### config.mk
export PLATFORM = sky130hd
export DESIGN_NAME = arcade_input_mapper
export DESIGN_NICKNAME = d
export VERILOG_FILES = /design/src/rtl/arcade_input_mapper.sv
export SDC_FILE = /design/constraint.sdc
export NUM_CORES = 1
export LEC_CHECK = 0
export ABC_AREA = 1
export BUFFER_PORTS_ARGS = -buffer_cell sky130_fd_sc_hd__buf_4
export CAP_MARGIN = 40
export CORE_ASPECT_RATIO = 2
export CORE_MARGIN = 3
export CORE_UTILIZATION = 50
export DETAILED_ROUTE_END_ITERATION = 8
export GPL_TIMING_DRIVEN = 1
export PLACE_DENSITY = 0.82
export SLEW_MARGIN = 10
export SYNTH_ARGS = -nofsm -noshare
export SYNTH_HDL_FRONTEND = slang
export SYNTH_SLANG_ARGS = --single-unit
### constraint.sdc
create_clock -name clk_sys -period 2 [get_ports clk_sys]
set_clock_uncertainty 0.1 [all_clocks]
set_input_delay 0.6 -clock clk_sys [delete_from_list [all_inputs] [get_ports clk_sys]]
set_output_delay 0.6 -clock clk_sys [all_outputs]
set_load 0.03 [all_outputs]
### src/rtl/arcade_input_mapper.sv
// Arcade input front end: PS/2 key decode merged with MiSTer joystick words, rotation, coin stretch, autofire.
// Define ARCADE_INPUT_AUTOFIRE_EN to build per-player autofire; without it fire passes straight through.
module arcade_input_mapper #(
    parameter int          PLAYERS      = 2,
    parameter logic [15:0] COIN_HOLD    = 16'd60000,
    parameter logic [19:0] AUTOFIRE_DIV = 20'd400000
) (
    input  logic                   clk_sys,
    input  logic                   reset_n,
    input  logic [10:0]            ps2_key,
    input  logic [16*PLAYERS-1:0]  joy,
    input  logic                   rotate,
    input  logic [PLAYERS-1:0]     autofire_en,
    output logic [8*PLAYERS-1:0]   btn,
    output logic                   key_event
);
    localparam int NKEYS = 18;

    // Entry layout {ext_dont_care, ext, scan_code}; 0..9 belong to player 0, 10..17 to player 1
    localparam logic [9:0] KEY_MAP [NKEYS] = '{
        10'h275, 10'h272, 10'h26B, 10'h274, 10'h029, 10'h214, 10'h005, 10'h016, 10'h02E, 10'h02C,
        10'h02D, 10'h02B, 10'h023, 10'h034, 10'h01C, 10'h006, 10'h01E, 10'h036
    };

    logic             tog_reg;
    logic             primed_reg;
    logic             key_event_reg;
    logic             event_w;
    logic [NKEYS-1:0] key_state;

    assign event_w   = primed_reg && (ps2_key[10] != tog_reg);
    assign key_event = key_event_reg;

    always_ff @(posedge clk_sys or negedge reset_n) begin
        if (!reset_n) begin
            tog_reg       <= 1'b0;
            primed_reg    <= 1'b0;
            key_event_reg <= 1'b0;
        end else begin
            tog_reg       <= ps2_key[10];
            primed_reg    <= 1'b1;
            key_event_reg <= event_w;
        end
    end

    genvar gi;

    for (gi = 0; gi < NKEYS; gi++) begin : g_key
        localparam logic [9:0] ENTRY  = KEY_MAP[gi];
        localparam bit         USABLE = (gi < 10) || (PLAYERS > 1);
        logic hit;
        logic state_reg;

        assign hit = USABLE && (ps2_key[7:0] == ENTRY[7:0]) && (ENTRY[9] || (ps2_key[8] == ENTRY[8]));
        assign key_state[gi] = state_reg;

        always_ff @(posedge clk_sys or negedge reset_n) begin
            if (!reset_n)
                state_reg <= 1'b0;
            else if (event_w && hit)
                state_reg <= ps2_key[9];
        end
    end

    for (gi = 0; gi < PLAYERS; gi++) begin : g_player
        logic [15:0] joy_p;
        logic [7:0]  key_p;
        logic        right_raw, left_raw, down_raw, up_raw;
        logic        fire_raw, start_raw, coin_raw, test_raw;
        logic        fire_out, coin_out;
        logic        coin_prev_reg;
        logic [15:0] coin_cnt_reg, coin_cnt_next;
        logic [7:0]  btn_reg, btn_next;
        logic        unused_joy;

        assign joy_p      = joy[16*gi +: 16];
        assign unused_joy = ^{joy_p[15:8], joy_p[6]};

        // key_p uses the btn bit layout: {test, coin, start, fire, up, down, left, right}
        if (gi == 0) begin : g_keys_p0
            assign key_p = {key_state[9], key_state[8], key_state[6] | key_state[7],
                            key_state[4] | key_state[5], key_state[0], key_state[1],
                            key_state[2], key_state[3]};
        end else if (gi == 1) begin : g_keys_p1
            assign key_p = {1'b0, key_state[17], key_state[15] | key_state[16],
                            key_state[14], key_state[10], key_state[11],
                            key_state[12], key_state[13]};
        end else begin : g_keys_none
            assign key_p = 8'h00;
        end

        assign right_raw = key_p[0] | joy_p[0];
        assign left_raw  = key_p[1] | joy_p[1];
        assign down_raw  = key_p[2] | joy_p[2];
        assign up_raw    = key_p[3] | joy_p[3];
        assign fire_raw  = key_p[4] | joy_p[4];
        assign start_raw = key_p[5] | joy_p[5];
        assign coin_raw  = key_p[6] | joy_p[7];
        assign test_raw  = key_p[7];

        // A rising edge always reloads, so a second coin while stretching extends the pulse
        always_comb begin
            coin_cnt_next = coin_cnt_reg;
            if (coin_raw && !coin_prev_reg)
                coin_cnt_next = COIN_HOLD;
            else if (coin_cnt_reg != 16'd0)
                coin_cnt_next = coin_cnt_reg - 16'd1;
        end

        assign coin_out = coin_raw || (coin_cnt_reg != 16'd0);

`ifdef ARCADE_INPUT_AUTOFIRE_EN
        logic        fire_prev_reg;
        logic        fire_rise;
        logic        af_phase_reg, af_phase_eff, af_phase_next;
        logic [19:0] af_cnt_reg, af_cnt_eff, af_cnt_next;

        assign fire_rise = fire_raw && !fire_prev_reg;

        // The press cycle counts as the first cycle of the on phase, so the first shot is immediate
        always_comb begin
            af_cnt_eff    = fire_rise ? 20'd0 : af_cnt_reg;
            af_phase_eff  = fire_rise || af_phase_reg;
            af_cnt_next   = 20'd0;
            af_phase_next = 1'b0;
            if (fire_raw) begin
                if (af_cnt_eff == AUTOFIRE_DIV - 20'd1) begin
                    af_cnt_next   = 20'd0;
                    af_phase_next = !af_phase_eff;
                end else begin
                    af_cnt_next   = af_cnt_eff + 20'd1;
                    af_phase_next = af_phase_eff;
                end
            end
        end

        assign fire_out = fire_raw && (af_phase_eff || !autofire_en[gi]);

        always_ff @(posedge clk_sys or negedge reset_n) begin
            if (!reset_n) begin
                fire_prev_reg <= 1'b0;
                af_cnt_reg    <= 20'd0;
                af_phase_reg  <= 1'b0;
            end else begin
                fire_prev_reg <= fire_raw;
                af_cnt_reg    <= af_cnt_next;
                af_phase_reg  <= af_phase_next;
            end
        end
`else
        logic unused_af;
        assign unused_af = autofire_en[gi];
        assign fire_out  = fire_raw;
`endif

        always_comb begin
            btn_next    = 8'h00;
            btn_next[0] = rotate ? up_raw    : right_raw;
            btn_next[1] = rotate ? down_raw  : left_raw;
            btn_next[2] = rotate ? right_raw : down_raw;
            btn_next[3] = rotate ? left_raw  : up_raw;
            btn_next[4] = fire_out;
            btn_next[5] = start_raw;
            btn_next[6] = coin_out;
            btn_next[7] = test_raw;
        end

        always_ff @(posedge clk_sys or negedge reset_n) begin
            if (!reset_n) begin
                coin_prev_reg <= 1'b0;
                coin_cnt_reg  <= 16'd0;
                btn_reg       <= 8'h00;
            end else begin
                coin_prev_reg <= coin_raw;
                coin_cnt_reg  <= coin_cnt_next;
                btn_reg       <= btn_next;
            end
        end

        assign btn[8*gi +: 8] = btn_reg;
    end

endmodule

==> results_dict.tcl, run 1 <==
set metrics [dict create \
    post_cts_resized 0 \
    grt-ovfl-total 0 \
    detail_route.drc_violations 0 \
    post_route_setup_tns_ps 0 \
    vertical_extent_of_the_die_um 128 \
    clk_latency_ps 330 \
    via_count_of_the_first_global_routing_pass 3461 \
    post_synth_main_area_contributors "sky130_fd_sc_hd__dfrtp_1, sky130_fd_sc_hd__nand2_1, sky130_fd_sc_hd__nand3_1" \
    die_area_um2 8620 \
    n_diodes 0 \
    worst_hold_path_type "in -> async" \
    fp-row-count 44 \
    layout.filler_cells 654 \
    max_cap_violations 0 \
    hpwl_mm 6.51 \
    post_cts.repair.setup_buffers 0 \
    io-pin-count 65 \
    antenna_found_initial 0 \
    cts_made_buffers 9 \
    most-common-layout-cells "sky130_fd_sc_hd__nand2_1, sky130_fd_sc_hd__dfrtp_1, sky130_fd_sc_hd__nor2_1, sky130_fd_sc_hd__inv_1, sky130_fd_sc_hd__nand3_1" \
    final-setup-viol-count 0 \
    report.final.hold_viol_count 0 \
    seq_area_frac_synth_pct 46.8 \
    post-route-min-period_ps 1730 \
    cp.required_ps 2090 \
    wl_per_cell_um 13.6 \
    cts_hold_buffers 0 \
    netlist.top_cell.by_area "sky130_fd_sc_hd__dfrtp_1" \
    netlist-cell-type-count 31 \
    worst-r2r-cell-count 7 \
    setup_repair_after_global_routing_missed_its_margin "no" \
    gr-usage-all-layers_pct 22.3 \
    cts.path.max_buffers 2 \
    detail_route.iter0.violations 323 \
    kind_of_start_point_of_the_critical_path "flop" \
    numClockSinks 70 \
    avgViaCountPerCell 5.30 \
    layout-drive-gt1-share_pct 18.7 \
    mostFrequentLayoutCell "sky130_fd_sc_hd__nand2_1" \
    cellPowerDensity_nw_per_um2 991 \
    timing.critical_path.cells "inv_1 -> ha_1 -> nand2_2 -> nor2_2 -> nand2_2 -> nand3_1 -> nand3_1" \
    largest_register_ff_count 32 \
    clock_tree_from_tritoncts "built" \
    post_synth_instance_area_um2 3740 \
    yosys_warnings 0 \
    grt_pass1_wl_mm 14.5 \
    initial_utilization_pct 51.5 \
    vdd_drop_max_mv 0.595 \
    path_class "reg -> reg" \
    postSynthAreaPerCell_um2 7.51 \
    htreeDepth 3 \
    worst_setup_hold_path_clk_slew_ps 60 \
    clock_tree.root_cell "sky130_fd_sc_hd__clkbuf_16" \
    final.period_utilization_pct 86.4 \
    synth_cells 498 \
    mappedNetlistNets 548 \
    stage_delay_of_the_slowest_cell_on_the_critical_path_ps 400 \
    syn_to_final_growth_pct 20.2 \
    dr.pass1.iters 4 \
    regToRegEndpoint "g_player[0].coin_cnt_reg[9]$_DFFE_PN0P_" \
    finish.net_count 597 \
    die_w_um 67.2 \
    cell_at_the_slowest_stage_of_the_critical_path "sky130_fd_sc_hd__dfrtp_1" \
    p_total_uw 4450 \
    worstPathMaxFanout 6 \
    finalWirelength_mm 8.77 \
    ys_seq_elements 70 \
    grt_max_degree 71 \
    finalWeightedCongestion 0.917 \
    port_buffers 43 \
    worst_r2r_startpoint "g_player[0].coin_cnt_reg[0]$_DFFE_PN0P_" \
    clock.fmax_ghz 0.579 \
    result_of_the_run "finished, final reports clean" \
    core_area_um2 7270 \
    leakagePower_uw 0.00216 \
    vias 3406 \
    cp.arrival_ps 1820 \
    netlist.area_leader.share_pct 46.8 \
    reg2reg_setup_slack_ps 270 \
    slew_violations 0 \
    critPathCaptureType "flop" \
    detail-route-antenna-nets 0 \
]
[how the worst max path moves through the flow]
stage | start | cells after the start | endpoint
final | g_player[0].coin_cnt_reg[0]$_DFFE_PN0P_ | 7 | g_player[0].coin_cnt_reg[9]$_DFFE_PN0P_
after global routing | g_player[0].coin_cnt_reg[0]$_DFFE_PN0P_ | 7 | g_player[0].coin_cnt_reg[7]$_DFFE_PN0P_
after CTS | g_player[1].coin_cnt_reg[0]$_DFFE_PN0P_ | 7 | g_player[1].coin_cnt_reg[10]$_DFFE_PN0P_
after detailed placement | ps2_key[3] | 7 | g_key[3].state_reg$_DFFE_PN0P_
after global placement | ps2_key[3] | 7 | g_key[3].state_reg$_DFFE_PN0P_
after floorplan | g_player[1].coin_cnt_reg[0]$_DFFE_PN0P_ | 7 | g_player[1].coin_cnt_reg[14]$_DFFE_PN0P_
[worst max-delay path: cells and delay by family (launching register included)]
family	cells	cell delay, ps
buffers and inverters	1	150
flip-flops	1	400
AND/OR/NAND/NOR	5	660
adder cells (fa/ha/maj)	1	280
[Yosys cell counts]
cell type / instances
sky130_fd_sc_hd__or2_2: 4
sky130_fd_sc_hd__o21bai_1: 2
sky130_fd_sc_hd__a21oi_2: 1
sky130_fd_sc_hd__nand3_4: 1
sky130_fd_sc_hd__inv_2: 9
sky130_fd_sc_hd__conb_1: 2
sky130_fd_sc_hd__nand2_1: 109
sky130_fd_sc_hd__clkbuf_1: 2
sky130_fd_sc_hd__nor2_1: 67
sky130_fd_sc_hd__inv_1: 65
sky130_fd_sc_hd__buf_6: 2
sky130_fd_sc_hd__nor3b_1: 1
sky130_fd_sc_hd__nor2_4: 5
sky130_fd_sc_hd__dfrtp_1: 70
sky130_fd_sc_hd__nand3_1: 54
sky130_fd_sc_hd__or2_1: 3
sky130_fd_sc_hd__buf_4: 1
sky130_fd_sc_hd__ha_1: 2
sky130_fd_sc_hd__nand4_1: 15
sky130_fd_sc_hd__nor3_2: 1
sky130_fd_sc_hd__nor3_1: 7
sky130_fd_sc_hd__nand3b_1: 1
sky130_fd_sc_hd__o21a_1: 1
sky130_fd_sc_hd__o21ai_1: 20
sky130_fd_sc_hd__nand2_2: 6
sky130_fd_sc_hd__or3_1: 3
sky130_fd_sc_hd__o21ai_0: 12
sky130_fd_sc_hd__nand3_2: 3
sky130_fd_sc_hd__nor2_2: 13
sky130_fd_sc_hd__buf_2: 2
sky130_fd_sc_hd__a21oi_1: 14
[metrics by stage]
| step | hold slack [ps] | setup slack (ps) | instance area (um2) | utilization (%) | cells |
|---|---|---|---|---|---|
| final | 161 | 272 | 4500 | 61.9 | 643 |
| after global routing | 192 | 144 | 4500 | 61.9 | 643 |
| after CTS | 177 | 284 | 4500 | 61.9 | 643 |
| after detailed placement | 310 | 205 | 4160 | 57.2 | 628 |
| after global placement | 299 | 238 | 4160 | 57.2 | 628 |
| after floorplan | 204 | 520 | 3740 | - | 498 |
[layout make-up]
| cell class | count | area, um2 | share of cell area (%) |
|---|---|---|---|
| clock inverters | 6 | 111 | 2.48 |
| inverters | 74 | 278 | 6.18 |
| repair buffers | 45 | 350 | 7.79 |
| clock buffers | 9 | 225 | 5.01 |
| flip-flops and latches | 70 | 1750 | 39.0 |
| multi-input cells | 347 | 1660 | 37.0 |
| well taps | 92 | 115 | 2.56 |
[per-layer routing]
layer	GRT usage, %	part of all wire, %
met5	0	0
met4	15.1	5.2
met3	4.89	3.5
met2	39.6	56
met1	22.1	35
[where the power goes]
group          internal (uW)  switching (uW)
logic                    320             548
registers               1590             176
clock network           1210             605
total                   3120            1330
[cells by family (layout without fill, tap and decap cells)]
kind of cell / count (synthesis) / count (layout) / synth area share (%)
AO/OA/AOI/OAI: 50 / 50 / 6.99
adder cells (fa/ha/maj): 2 / 2 / 0.669
buffers and inverters: 81 / 134 / 8.70
flip-flops: 70 / 70 / 46.8
other: 2 / 2 / 0.201
AND/OR/NAND/NOR: 293 / 293 / 36.6
Power figures use the tool's default switching activity.
==> inputs of run 2 (changes only) <==
CORE_UTILIZATION = 56   (was 50)
PLACE_DENSITY = 0.9   (was 0.82)
==> results_dict.tcl, run 2 (synthesis gave the netlist of run 1 again) <==
set metrics [dict create \
    clock_tree.root_cell "sky130_fd_sc_hd__clkbuf_16" \
    finish.net_count 598 \
    leakagePower_uw 0.00216 \
    numClockSinks 70 \
    post-route-min-period_ps 1760 \
    htreeDepth 3 \
    regToRegEndpoint "g_player[1].coin_cnt_reg[8]$_DFFE_PN0P_" \
    final.period_utilization_pct 88.2 \
    largest_register_ff_count 32 \
    io-pin-count 65 \
    cp.arrival_ps 1880 \
    gr-usage-all-layers_pct 24.8 \
    syn_to_final_growth_pct 20.0 \
    fp-row-count 41 \
    finalWeightedCongestion 0.916 \
    cts_hold_buffers 0 \
    global_route_hottest_layer "met2" \
    critPathCaptureType "flop" \
    worstPathMaxFanout 9 \
    post_route_setup_tns_ps 0 \
    port_buffers 43 \
    layout-drive-gt1-share_pct 18.4 \
    cts.path.max_buffers 2 \
    worst_hold_path_type "in -> async" \
    die_area_um2 7760 \
    wl_per_cell_um 13.9 \
    detail_route.drc_violations 0 \
    max_cap_violations 0 \
    result_of_the_run "finished, final reports clean" \
    cp.required_ps 2120 \
    grtUsageMet1_pct 25.2 \
    critical_path.endpoint "g_player[1].coin_cnt_reg[8]$_DFFE_PN0P_" \
    vertical_extent_of_the_die_um 122 \
    grt_max_degree 32 \
    setup_repair_after_global_routing_missed_its_margin "no" \
    grt_use_met2_pct 45.9 \
    worst_setup_hold_path_clk_slew_ps 50 \
    reg2reg_setup_slack_ps 240 \
    kind_of_start_point_of_the_critical_path "flop" \
    antenna_found_initial 0 \
    final-setup-viol-count 0 \
    avgViaCountPerCell 5.43 \
    clk_latency_ps 330 \
    worst_r2r_startpoint "g_player[1].coin_cnt_reg[0]$_DFFE_PN0P_" \
    cts_made_buffers 9 \
    most-common-layout-cells "sky130_fd_sc_hd__nand2_1, sky130_fd_sc_hd__dfrtp_1, sky130_fd_sc_hd__nor2_1, sky130_fd_sc_hd__inv_1, sky130_fd_sc_hd__nand3_1" \
    p_total_uw 4430 \
    crit_start "g_player[1].coin_cnt_reg[0]$_DFFE_PN0P_" \
    detail_route.iter0.violations 228 \
    grt-ovfl-total 0 \
    grt.met3_usage_pct 4.15 \
    post_cts_resized 0 \
    die_w_um 63.8 \
    cellPowerDensity_nw_per_um2 987 \
    dr.pass1.iters 5 \
    worst-r2r-cell-count 7 \
    slew_violations 0 \
    post_cts.repair.setup_buffers 0 \
    grt_pass1_wl_mm 14.9 \
    clock.fmax_ghz 0.567 \
    clock_tree_from_tritoncts "built" \
    n_diodes 0 \
    mostFrequentLayoutCell "sky130_fd_sc_hd__nand2_1" \
    path_class "reg -> reg" \
    via_count_of_the_first_global_routing_pass 3489 \
    initial_utilization_pct 58.3 \
    core_area_um2 6410 \
    vdd_drop_max_mv 0.541 \
    hpwl_mm 6.52 \
    report.final.hold_viol_count 0 \
    finalWirelength_mm 8.87 \
    vias 3471 \
    detail-route-antenna-nets 0 \
]
run 2: cell count changes in the layout (fill, tap and decap cells not counted), sizes merged:
cell	change
buf	+1
clkbuf	+3
clkinv	-1
clkinvlp	-1
run 2: cell type report:
class | instances | area (um2)
timing repair buffer | 46 | 358
fill | 513 | 1920
tap | 86 | 108
clock buffer | 12 | 236
multi-input combinational | 347 | 1660
clock inverter | 4 | 95.1
sequential | 70 | 1750
inverter | 74 | 278
run 2: where the power goes:
| part | internal, uW | total (uW) | leakage [uW] | switching (uW) |
|---|---|---|---|---|
| Sequential | 1600 | 1770 | 0.000845 | 171 |
| Clock | 1220 | 1790 | 0.000161 | 573 |
| Combinational | 322 | 877 | 0.00115 | 556 |
| Total | 3130 | 4430 | 0.00216 | 1300 |
run 2: layer usage:
layer	wire length [um]	part of all wire [%]	up-vias
met4	377	4.3	0
met1	3240	37	1628
met3	327	3.7	36
met5	0	0	-
met2	4920	56	120
li1	-	-	1687
run 2: worst min path at each step:
stage | from | endpoint | slack [ps] | cells after the start
finish | reset_n | g_player[0].coin_cnt_reg[13]$_DFFE_PN0P_ | 90 | 1
global route | reset_n | g_player[0].coin_cnt_reg[13]$_DFFE_PN0P_ | 120 | 1
CTS | reset_n | g_player[0].coin_cnt_reg[13]$_DFFE_PN0P_ | 90 | 1
detailed placement | g_key[9].state_reg$_DFFE_PN0P_ | g_player[0].btn_reg[7]$_DFF_PN0_ | 280 | 0
global placement | g_key[9].state_reg$_DFFE_PN0P_ | g_player[0].btn_reg[7]$_DFF_PN0_ | 260 | 0
floorplan | reset_n | g_key[0].state_reg$_DFFE_PN0P_ | 200 | 0
run 2: metrics by stage:
step | cell area [um2] | utilization [%] | setup WS (ps) | cells | hold WS (ps)
2_1_floorplan | 3740 | - | 520 | 498 | 204
3_3_place_gp | 4160 | 64.9 | 253 | 623 | 263
3_5_place_dp | 4160 | 64.9 | 189 | 623 | 285
4_1_cts | 4490 | 70.0 | 241 | 639 | 93.7
5_1_grt | 4490 | 70.0 | 118 | 639 | 121
6_report | 4490 | 70.0 | 237 | 639 | 94.2
run 2: worst max-delay path, stage by stage, from the launching register on:
cell                      delay, ps
sky130_fd_sc_hd__dfrtp_1        360
sky130_fd_sc_hd__inv_1          160
sky130_fd_sc_hd__ha_1           320
sky130_fd_sc_hd__nand2_2        130
sky130_fd_sc_hd__nor2_4         200
sky130_fd_sc_hd__nand3_4        170
sky130_fd_sc_hd__inv_2          140
sky130_fd_sc_hd__nor2_1          60
==> inputs of run 3 (changes only) <==
CORE_ASPECT_RATIO = not set   (was 2)
==> results_dict.tcl, run 3 (synthesis gave the netlist of run 1 again) <==
set metrics [dict create \
    result_of_the_run "finished, final reports clean" \
    numClockSinks 70 \
    vdd_drop_max_mv 0.692 \
    clock_tree.root_cell "sky130_fd_sc_hd__clkbuf_8" \
    critPathCaptureType "flop" \
    seq_power_share_pct 48.4 \
    cell_at_the_slowest_stage_of_the_critical_path "sky130_fd_sc_hd__dfrtp_1" \
    htreeDepth 3 \
    wl_per_cell_um 12.8 \
    max_cap_violations 0 \
    path_class "reg -> reg" \
    vertical_extent_of_the_die_um 87.7 \
    power.share.combinational_pct 23.6 \
    die_w_um 87.7 \
    cellPowerDensity_nw_per_um2 841 \
    detail-route-antenna-nets 0 \
    post_route_setup_tns_ps 0 \
    antenna_found_initial 0 \
    dp_worst_setup_slack_ps 262 \
    sequential_cell_area_um2 1750 \
    final-setup-viol-count 0 \
    worstPathMaxFanout 6 \
    timing.critical_path.cells "inv_1 -> ha_1 -> nand2_2 -> nor2_2 -> nand2_2 -> nand4_1 -> nand2_1" \
    layout.filler_cells 515 \
    largest_register_ff_count 32 \
    total_switching_power_uw 1280 \
    reg2reg_setup_slack_ps 350 \
    post_cts_resized 0 \
    p_clk_share_pct 28.0 \
    via_count_of_the_first_global_routing_pass 3327 \
    vias 3369 \
    post-route-min-period_ps 1650 \
    kind_of_start_point_of_the_critical_path "flop" \
    cp.arrival_ps 1790 \
    grt_use_met2_pct 38.5 \
    n_diodes 0 \
    worst_setup_hold_path_clk_slew_ps 80 \
    setup_slack_ps 348 \
    leakagePower_uw 0.00209 \
    final.period_utilization_pct 82.6 \
    mostFrequentLayoutCell "sky130_fd_sc_hd__nand2_1" \
    grt_pass1_wl_mm 14.2 \
    setup_repair_after_global_routing_missed_its_margin "no" \
    core_area_um2 6420 \
    port_buffers 43 \
    report.final.hold_viol_count 0 \
    layout-drive-gt1-share_pct 19.3 \
    grt.met3_usage_pct 4.70 \
    cts_made_buffers 9 \
    crit_path_frequent_cell "sky130_fd_sc_hd__nand2_2" \
    syn_to_final_growth_pct 16.0 \
    p_total_uw 3650 \
    detail_route.drc_violations 0 \
    finish.net_count 600 \
    finalWirelength_mm 8.09 \
    detail_route.iter0.violations 246 \
    cts.path.max_buffers 2 \
    internal_power_uw 2370 \
    switching_share_pct 35.1 \
    clock_tree_from_tritoncts "built" \
    clk_latency_ps 340 \
    grt_max_degree 36 \
    grt-ovfl-total 0 \
    slew_violations 0 \
    initial_utilization_pct 58.3 \
    most-common-layout-cells "sky130_fd_sc_hd__nand2_1, sky130_fd_sc_hd__dfrtp_1, sky130_fd_sc_hd__nor2_1, sky130_fd_sc_hd__inv_1, sky130_fd_sc_hd__nand3_1" \
    grtUsageMet1_pct 30.4 \
    worst_hold_path_type "in -> async" \
    gr-usage-all-layers_pct 23.2 \
    cp.required_ps 2130 \
    final_core_utilization_pct 67.5 \
    cts_hold_buffers 0 \
    placed_cell_area_um2 4160 \
    fp-row-count 29 \
    avgViaCountPerCell 5.33 \
    clock.fmax_ghz 0.605 \
    hpwl_mm 5.98 \
    post_cts.repair.setup_buffers 0 \
    stage_delay_of_the_slowest_cell_on_the_critical_path_ps 390 \
    die_area_um2 7700 \
    finalWeightedCongestion 0.948 \
    final_cell_area_um2 4340 \
    io-pin-count 65 \
    global_route_hottest_layer "met2" \
    total_area_of_multi_input_combinational_cells_um2 1660 \
    dr.pass1.iters 5 \
]
-- run 3: power by group through the flow --
stage          clock [uW]  combinational [uW]  sequential, uW
6_report             1020                 860            1770
3_3_place_gp            0                 819            1780
4_1_cts              1040                 862            1760
2_1_floorplan           0                 593            1780
5_1_grt              1090                 994            1790
3_5_place_dp            0                 851            1790
-- run 3: metal layers --
layer  routed length [um]  share of wire, %  vias to the layer above
met2                 3890                48                      101
li1                     -                 -                     1686
met5                    0                 0                        -
met3                  417               5.2                       15
met4                  138               1.7                        0
met1                 3640                45                     1567
-- run 3: layout make-up --
| cell class | count | share of cell area (%) |
|---|---|---|
| timing repair buffer | 48 | 8.60 |
| multi-input combinational | 347 | 38.4 |
| clock inverter | 7 | 1.18 |
| tap | 77 | 2.22 |
| sequential | 70 | 40.4 |
| inverter | 74 | 6.40 |
| clock buffer | 9 | 2.86 |
-- run 3: through the flow --
stage	cells	hold slack (ps)
final	632	108
after global routing	632	139
after CTS	632	121
after detailed placement	616	278
after global placement	616	267
after floorplan	498	204
-- run 3: critical path: cells and delay by family (launching register included) --
kind	cells	cell delay (ps)
simple gates	5	640
fa+ha+maj	1	270
buf+inv	1	130
flops	1	390
-- run 3: worst paths after layout --
check	to	cells after the start	start
setup reg to reg	g_player[0].coin_cnt_reg[15]$_DFFE_PN0P_	7	g_player[0].coin_cnt_reg[0]$_DFFE_PN0P_
hold / removal	g_player[1].coin_cnt_reg[11]$_DFFE_PN0P_	1	reset_n
hold reg to reg	g_player[0].btn_reg[7]$_DFF_PN0_	0	g_key[9].state_reg$_DFFE_PN0P_
setup / recovery	g_player[0].coin_cnt_reg[15]$_DFFE_PN0P_	7	g_player[0].coin_cnt_reg[0]$_DFFE_PN0P_
min in group clk_sys	tog_reg$_DFF_PN0_	1	ps2_key[10]
max in group asynchronous	g_player[0].coin_prev_reg$_DFF_PN0_	2	reset_n
